<file path="src/rtl/ras_pkg.sv">
// Shared types and helpers for the return-address-stack front end.
package ras_pkg;

  typedef enum logic [1:0] {
    NONE  = 2'd0,
    CALL  = 2'd1,
    RET   = 2'd2,
    CORET = 2'd3
  } kind_e;

  typedef enum logic {
    IDLE = 1'b0,
    SPEC = 1'b1
  } state_e;

  localparam int unsigned INSTR_BYTES_DEF = 4;

  function automatic int unsigned occ_w(input int unsigned depth);
    return $clog2(depth + 1);
  endfunction

endpackage

</file>
<file path="src/rtl/ras_ctrl.sv">
// Drives push/pop/branch/close strobes for the return address stack and
// returns the predicted target one cycle after a return is accepted.
module ras_ctrl
  import ras_pkg::*;
#(
  parameter int unsigned DEPTH       = 16,
  parameter int unsigned WIDTH       = 32,
  parameter int unsigned INSTR_BYTES = INSTR_BYTES_DEF
) (
  input  logic                      clk,
  input  logic                      rst_n,
  input  logic                      instr_valid,
  output logic                      instr_ready,
  input  kind_e                     instr_kind,
  input  logic                      instr_is_branch,
  input  logic [WIDTH-1:0]          instr_pc,
  input  logic                      resolve_valid,
  input  logic                      resolve_correct,
  output logic                      ras_push,
  output logic                      ras_pop,
  output logic                      ras_branch,
  output logic                      ras_close_valid,
  output logic                      ras_close_invalid,
  output logic [WIDTH-1:0]          ras_din,
  input  logic [WIDTH-1:0]          ras_dout,
  output logic                      pred_valid,
  output logic [WIDTH-1:0]          pred_target,
  output logic                      pred_empty,
  output logic [occ_w(DEPTH)-1:0]   occupancy
);

  localparam int unsigned   OW      = occ_w(DEPTH);
  localparam logic [OW-1:0] OCC_MAX = OW'(DEPTH);

  state_e        state_q, state_d;
  logic [OW-1:0] occ_q, occ_d, ckpt_q, ckpt_d, occ_instr;
  logic          pred_valid_q, pred_valid_d, pred_empty_q, pred_empty_d;
  logic          accept, occ_zero;

  always_comb begin
    instr_ready       = !resolve_valid && !(state_q == SPEC && instr_is_branch);
    accept            = instr_valid && instr_ready;
    occ_zero          = (occ_q == '0);
    ras_push          = 1'b0;
    ras_pop           = 1'b0;
    ras_branch        = 1'b0;
    ras_close_valid   = 1'b0;
    ras_close_invalid = 1'b0;
    pred_valid_d      = 1'b0;
    pred_empty_d      = 1'b0;
    occ_instr         = occ_q;
    state_d           = state_q;
    ckpt_d            = ckpt_q;

    if (accept) begin
      case (instr_kind)
        CALL: begin
          ras_push  = 1'b1;
          occ_instr = (occ_q == OCC_MAX) ? OCC_MAX : occ_q + OW'(1);
        end
        RET: begin
          ras_pop      = !occ_zero;
          occ_instr    = occ_zero ? occ_q : occ_q - OW'(1);
          pred_valid_d = 1'b1;
          pred_empty_d = occ_zero;
        end
        CORET: begin
          ras_push     = 1'b1;
          ras_pop      = 1'b1;
          occ_instr    = occ_zero ? OW'(1) : occ_q;
          pred_valid_d = 1'b1;
          pred_empty_d = occ_zero;
        end
        default: ;
      endcase
    end

    occ_d = occ_instr;

    // Accepting a branch implies IDLE; the checkpoint includes this
    // instruction's own push/pop so a rollback keeps it.
    if (accept && instr_is_branch) begin
      ras_branch = 1'b1;
      ckpt_d     = occ_instr;
      state_d    = SPEC;
    end

    if (state_q == SPEC && resolve_valid) begin
      state_d = IDLE;
      if (resolve_correct) begin
        ras_close_valid = 1'b1;
      end else begin
        ras_close_invalid = 1'b1;
        occ_d             = ckpt_q;
      end
    end

    ras_din     = ras_push ? instr_pc + WIDTH'(INSTR_BYTES) : '0;
    pred_valid  = pred_valid_q;
    pred_empty  = pred_empty_q;
    pred_target = pred_valid_q ? ras_dout : '0;
    occupancy   = occ_q;
  end

  always_ff @(posedge clk) begin
    if (!rst_n) begin
      state_q      <= IDLE;
      occ_q        <= '0;
      ckpt_q       <= '0;
      pred_valid_q <= 1'b0;
      pred_empty_q <= 1'b0;
    end else begin
      state_q      <= state_d;
      occ_q        <= occ_d;
      ckpt_q       <= ckpt_d;
      pred_valid_q <= pred_valid_d;
      pred_empty_q <= pred_empty_d;
    end
  end

  always_ff @(posedge clk) begin
    if (rst_n) begin
      assert (!(state_q == IDLE && resolve_valid))
        else $error("resolve_valid with no open speculative region");
      assert (!(ras_push && (ras_close_valid || ras_close_invalid)))
        else $error("push coincides with close");
    end
  end

endmodule
</file>
<file path="config.mk">
export PLATFORM = sky130hd
export DESIGN_NAME = ras_ctrl
export DESIGN_NICKNAME = d
export VERILOG_FILES = /design/src/rtl/ras_pkg.sv /design/src/rtl/ras_ctrl.sv
export SDC_FILE = /design/constraint.sdc
export NUM_CORES = 1
export LEC_CHECK = 0
export CORE_ASPECT_RATIO = 0.75
export CORE_MARGIN = 2
export CORE_UTILIZATION = 36
export CTS_BUF_LIST = sky130_fd_sc_hd__clkbuf_16
export CTS_CLUSTER_DIAMETER = 120
export CTS_CLUSTER_SIZE = 24
export DETAILED_ROUTE_END_ITERATION = 8
export PLACE_DENSITY_LB_ADDON = 0.1
export SYNTH_ARGS = -nofsm -noshare
export SYNTH_HDL_FRONTEND = slang
export SYNTH_SLANG_ARGS = --single-unit
export TNS_END_PERCENT = 20
</file>
<file path="constraint.sdc">
create_clock -name clk -period 4.21 [get_ports clk]
set_input_delay 0.842 -clock clk [delete_from_list [all_inputs] [get_ports clk]]
set_output_delay 0.842 -clock clk [all_outputs]
set_load 0.005 [all_outputs]
</file>
After elaboration in Yosys (flattened, before gate mapping)
Cells that the tools add are included.
{ "word_totals": {"word_cells": 46, "in_bits": 72, "ff_bits": 13, "out_inout_bits": 77} }
{ "op_classes": {"n_addsub": 3, "eq_ne": 4, "bitwise": 1, "mux": 19, "reduce_logical": 14} }
{ "ops": {"columns": ["op", "count"], "rows": [
  ["$mux W32", 2],
  ["$add A32 B3 Y32 const B", 1],
  ["$mux W5", 6],
  ["$pmux W5 S3", 1],
  ["$mux W1", 9],
  ["$reduce_or A2 Y1", 3],
  ["$add A5 B1 Y5 const B", 1],
  ["$eq A5 B5 Y1 const B", 1],
  ["$logic_and A1 B1 Y1", 5],
  ["$logic_not A5 Y1", 1],
  ["$sub A5 B1 Y5 const B", 1],
  ["$eq A2 B2 Y1 const B", 2],
  ["$logic_not A1 Y1", 3],
  ["$reduce_and A3 Y1", 1],
  ["$eq A2 B1 Y1 const B", 1],
  ["$pmux W1 S2", 1],
  ["$reduce_and A2 Y1", 1],
  ["$not A1 Y1", 1]
]} }

Longest topological paths before layout
{ "logic_depth": {"depth_word": 7, "depth_mapped": 10, "depth_no_buf": 10} }

Least setup slack after synthesis
No wires, ideal clock.
{ "synth_timing": {"path_type": "input-to-output", "from": "in instr_pc[9]", "to": "out ras_din[25]", "arrival_time_ns": 1.825, "stages": 6, "slack_ns": 1.543, "n_path_buf": 1, "path_cell_list": "nand4_1 > nor4_4 > buf_6 > nand4_1 > xor2_1 > nor2_2"} }
{ "synth_via": {"elab_chain_cells": 2} }
{ "synth_rtl": {"columns": ["item", "line", "rtl"], "rows": [
  ["from (decl)", "ras_ctrl.sv:16", "input logic [WIDTH-1:0] instr_pc,"],
  ["$add A32 B3 Y32", "ras_ctrl.sv:98", "ras_din = ras_push ? instr_pc + WIDTH'(INSTR_BYTES) : '0;"],
  ["$mux W32", "ras_ctrl.sv:98", null],
  ["to (decl)", "ras_ctrl.sv:24", "output logic [WIDTH-1:0] ras_din,"]
]} }
Every way passes these cells.

Worst setup path after layout
{ "layout_timing": {"from": "in instr_pc[2]", "to": "out ras_din[14]"} }
The elaborated chain is that of the path after synthesis.

==> summary.txt <==
1st-iter DRT viols -> 98
Dominant cells by area after synthesis -> dfxtp_1, and2_1, xor2_1, nor2_1, nand2_1
LEAKAGE -> 1.26 nW
Ant diodes -> 0
Crit Path Class -> in -> out
Total congestion overflow -> 0
Final GP Congestion -> 0.905
R2r endpoint -> occupancy[0]
Initial core utilization -> 37.3%
Height of the chip -> 65.6 µm
CTS resizes -> 0
Cells after synthesis -> 259
Yosys cell types -> 47
Setup crit start kind -> input pin
Die ar. -> 5640 µm²
Overall Global Routing Usage -> 23.2%
CTS sink cnt -> 13
TritonCTS clock tree -> done
Cell with the most instances after synthesis -> and2_1
Hold WS -> 0.473 ns
Critical R2R Launch -> occupancy[1]
Layout cell share with drive strength beyond 1 -> 6.47%
Asr flop ratio synth -> 0%
Setup tns final -> 0 ns
Largest net degree at the start of global routing -> 34
Max-slew headroom -> 54.3%
Fill cells -> 419
Synth Flop Type -> dfxtp_1
Share of the synthesized area in the top cell type -> 14.3%
IO Count -> 149
Status -> finished clean
Req. time, crit path -> 3.37 ns
Synthesized area -> 1820 µm²
Cts hold-fix bufs -> 0
Dominant cell type by area after synthesis -> dfxtp_1
Pwr Density -> 150 nW/µm²
1st-pass router iterations -> 4
Maxcap violations -> 0
Initial antenna violation count -> 0
Yosys warns -> 0
Port bufs -> 148
Final setup violation count -> 0
Critical Path Fanout Max -> 4
Seq/Total Area, Yosys -> 14.3%
Tcrit/Tclk final -> 92.1%
Syn avg cell area -> 7.02 µm²
Slew Viols, Final -> 0
H-tree depth -> 1
CORE AREA -> 4870 µm²
Total Power -> 0.000514 W
Syn Nets -> 336
#FFs+latches synth -> 13
CP endpoint kind -> output pin
Clock Latency Late Sink -> 0.24 ns
CTS clk-pin slew, worst paths -> 0.04 ns
Setup crit end -> ras_din[14]
Most frequent cells after synthesis -> and2_1, nor2_1, nand2_1
Dpl hpwl -> 5430 µm
Layout Skew -> 0.00150 ns
Chip Width -> 86.1 µm
Final wirelength -> 6670 µm
R2r setup slk -> 2.09 ns
First-pass GRT wire length -> 10500 µm
Clock root cell -> clkbuf_16
Via Count -> 2331
Post-synth EDFFs -> 0
WP data arrival -> 3.04 ns
Cts bufs inserted -> 3
Avg WL per Cell -> 14.4 µm
Hold Violations, Final -> 0
FP Rows -> 22
RSZ-0062 raised after global routing -> no
Max IR drop VDD -> 0.000164 V
Worst hold path type -> reg -> reg
Setup crit start -> instr_pc[2]
# nets final -> 480
Worst slew pin tran -> 0.685 ns
Reg2Reg Depth -> 10
Crit path time final -> 3.88 ns
# DRC -> 0
Post-CTS setup buffer count -> 0
Clk buf depth -> 2
Area grow syn2layout -> 87.7%
Routed vias/inst -> 5.05
Vias in the first global route -> 2257
ANT nets after route -> 0
Max Fclk -> 258 MHz
## sequential cells by signal, summed over array words and instances, names as in the netlist
name	count
state_q	1
ckpt_q	5
pred_empty	1
occupancy	5
pred_valid	1
## cell type report
type | instances | area, µm² | share of cell area (%)
clock buffers | 3 | 75.1 | 2.20
clock inverters | 1 | 3.75 | 0.110
inverters | 10 | 37.5 | 1.10
multi-input cells | 222 | 1440 | 42.3
flip-flops and latches | 13 | 260 | 7.62
well taps | 60 | 75.1 | 2.20
repair buffers | 153 | 1520 | 44.5
## critical path: stages
cell             delay (ns)
clkdlybuf4s50_1        0.54
ha_1                   0.23
nand2_1                0.10
nor3_1                 0.44
and3_1                 0.24
xnor2_1                0.07
nor2_1                 0.08
clkdlybuf4s50_1        0.50
## where the power goes
group | internal (W) | leakage [nW] | switching (W)
clock | 0.000125 | 0.0423 | 0.0000526
combinational | 0.000122 | 1.12 | 0.0000786
sequential | 0.000128 | 0.106 | 0.00000685
## worst min-delay path by stage
stage | from | endpoint | slack [ns] | cells after the start
floorplan | ckpt_q[3] | occupancy[3] | 0.44 | 2
global placement | ckpt_q[0] | occupancy[0] | 0.46 | 2
detailed placement | ckpt_q[3] | occupancy[3] | 0.46 | 2
CTS | ckpt_q[3] | occupancy[3] | 0.47 | 2
global route | ckpt_q[3] | occupancy[3] | 0.51 | 2
finish | ckpt_q[3] | occupancy[3] | 0.47 | 2
## through the flow
step | util (%) | instances | instance area [µm²] | setup slack, ns
after detailed placement | 68.5 | 458 | 3340 | 0.330
after global routing | 70.1 | 462 | 3410 | 0.0938
final | 70.1 | 462 | 3410 | 0.333
after global placement | 68.5 | 458 | 3340 | 0.413
after CTS | 70.1 | 462 | 3410 | 0.326
after floorplan | - | 259 | 1820 | 1.54
## kinds of logic after synthesis
group	share of synthesized area, %
flip-flops	14.3
XOR/XNOR	13.5
buffers and inverters	6.33
AND/OR/NAND/NOR	47.5
adder cells (fa/ha/maj)	3.44
AO/OA/AOI/OAI	13.3
multiplexers	1.65
## placed cells by master (no fill, tap or decap), types with 4 or more instances in the layout
master           count
clkdlybuf4s50_1    148
and2_1              37
nor2_1              32
nand2_1             23
xor2_1              22
nand3_1             15
dfxtp_1             13
inv_1               10
nand4_1             10
o21ai_0              9
nor2_2               7
and3_1               6
xnor2_1              6
a31oi_1              5
ha_1                 5
buf_4                5
nor3b_1              4
a21oi_1              4
## routing by layer
metal  up-vias  track usage [%]  wire length, µm
met5         -                0                0
li1       1172                -                -
met3         8             4.65              486
met4         0             5.56               87
met2       101             41.8             3270
met1      1050             28.4             2830
(Power assumes the default switching activity.)
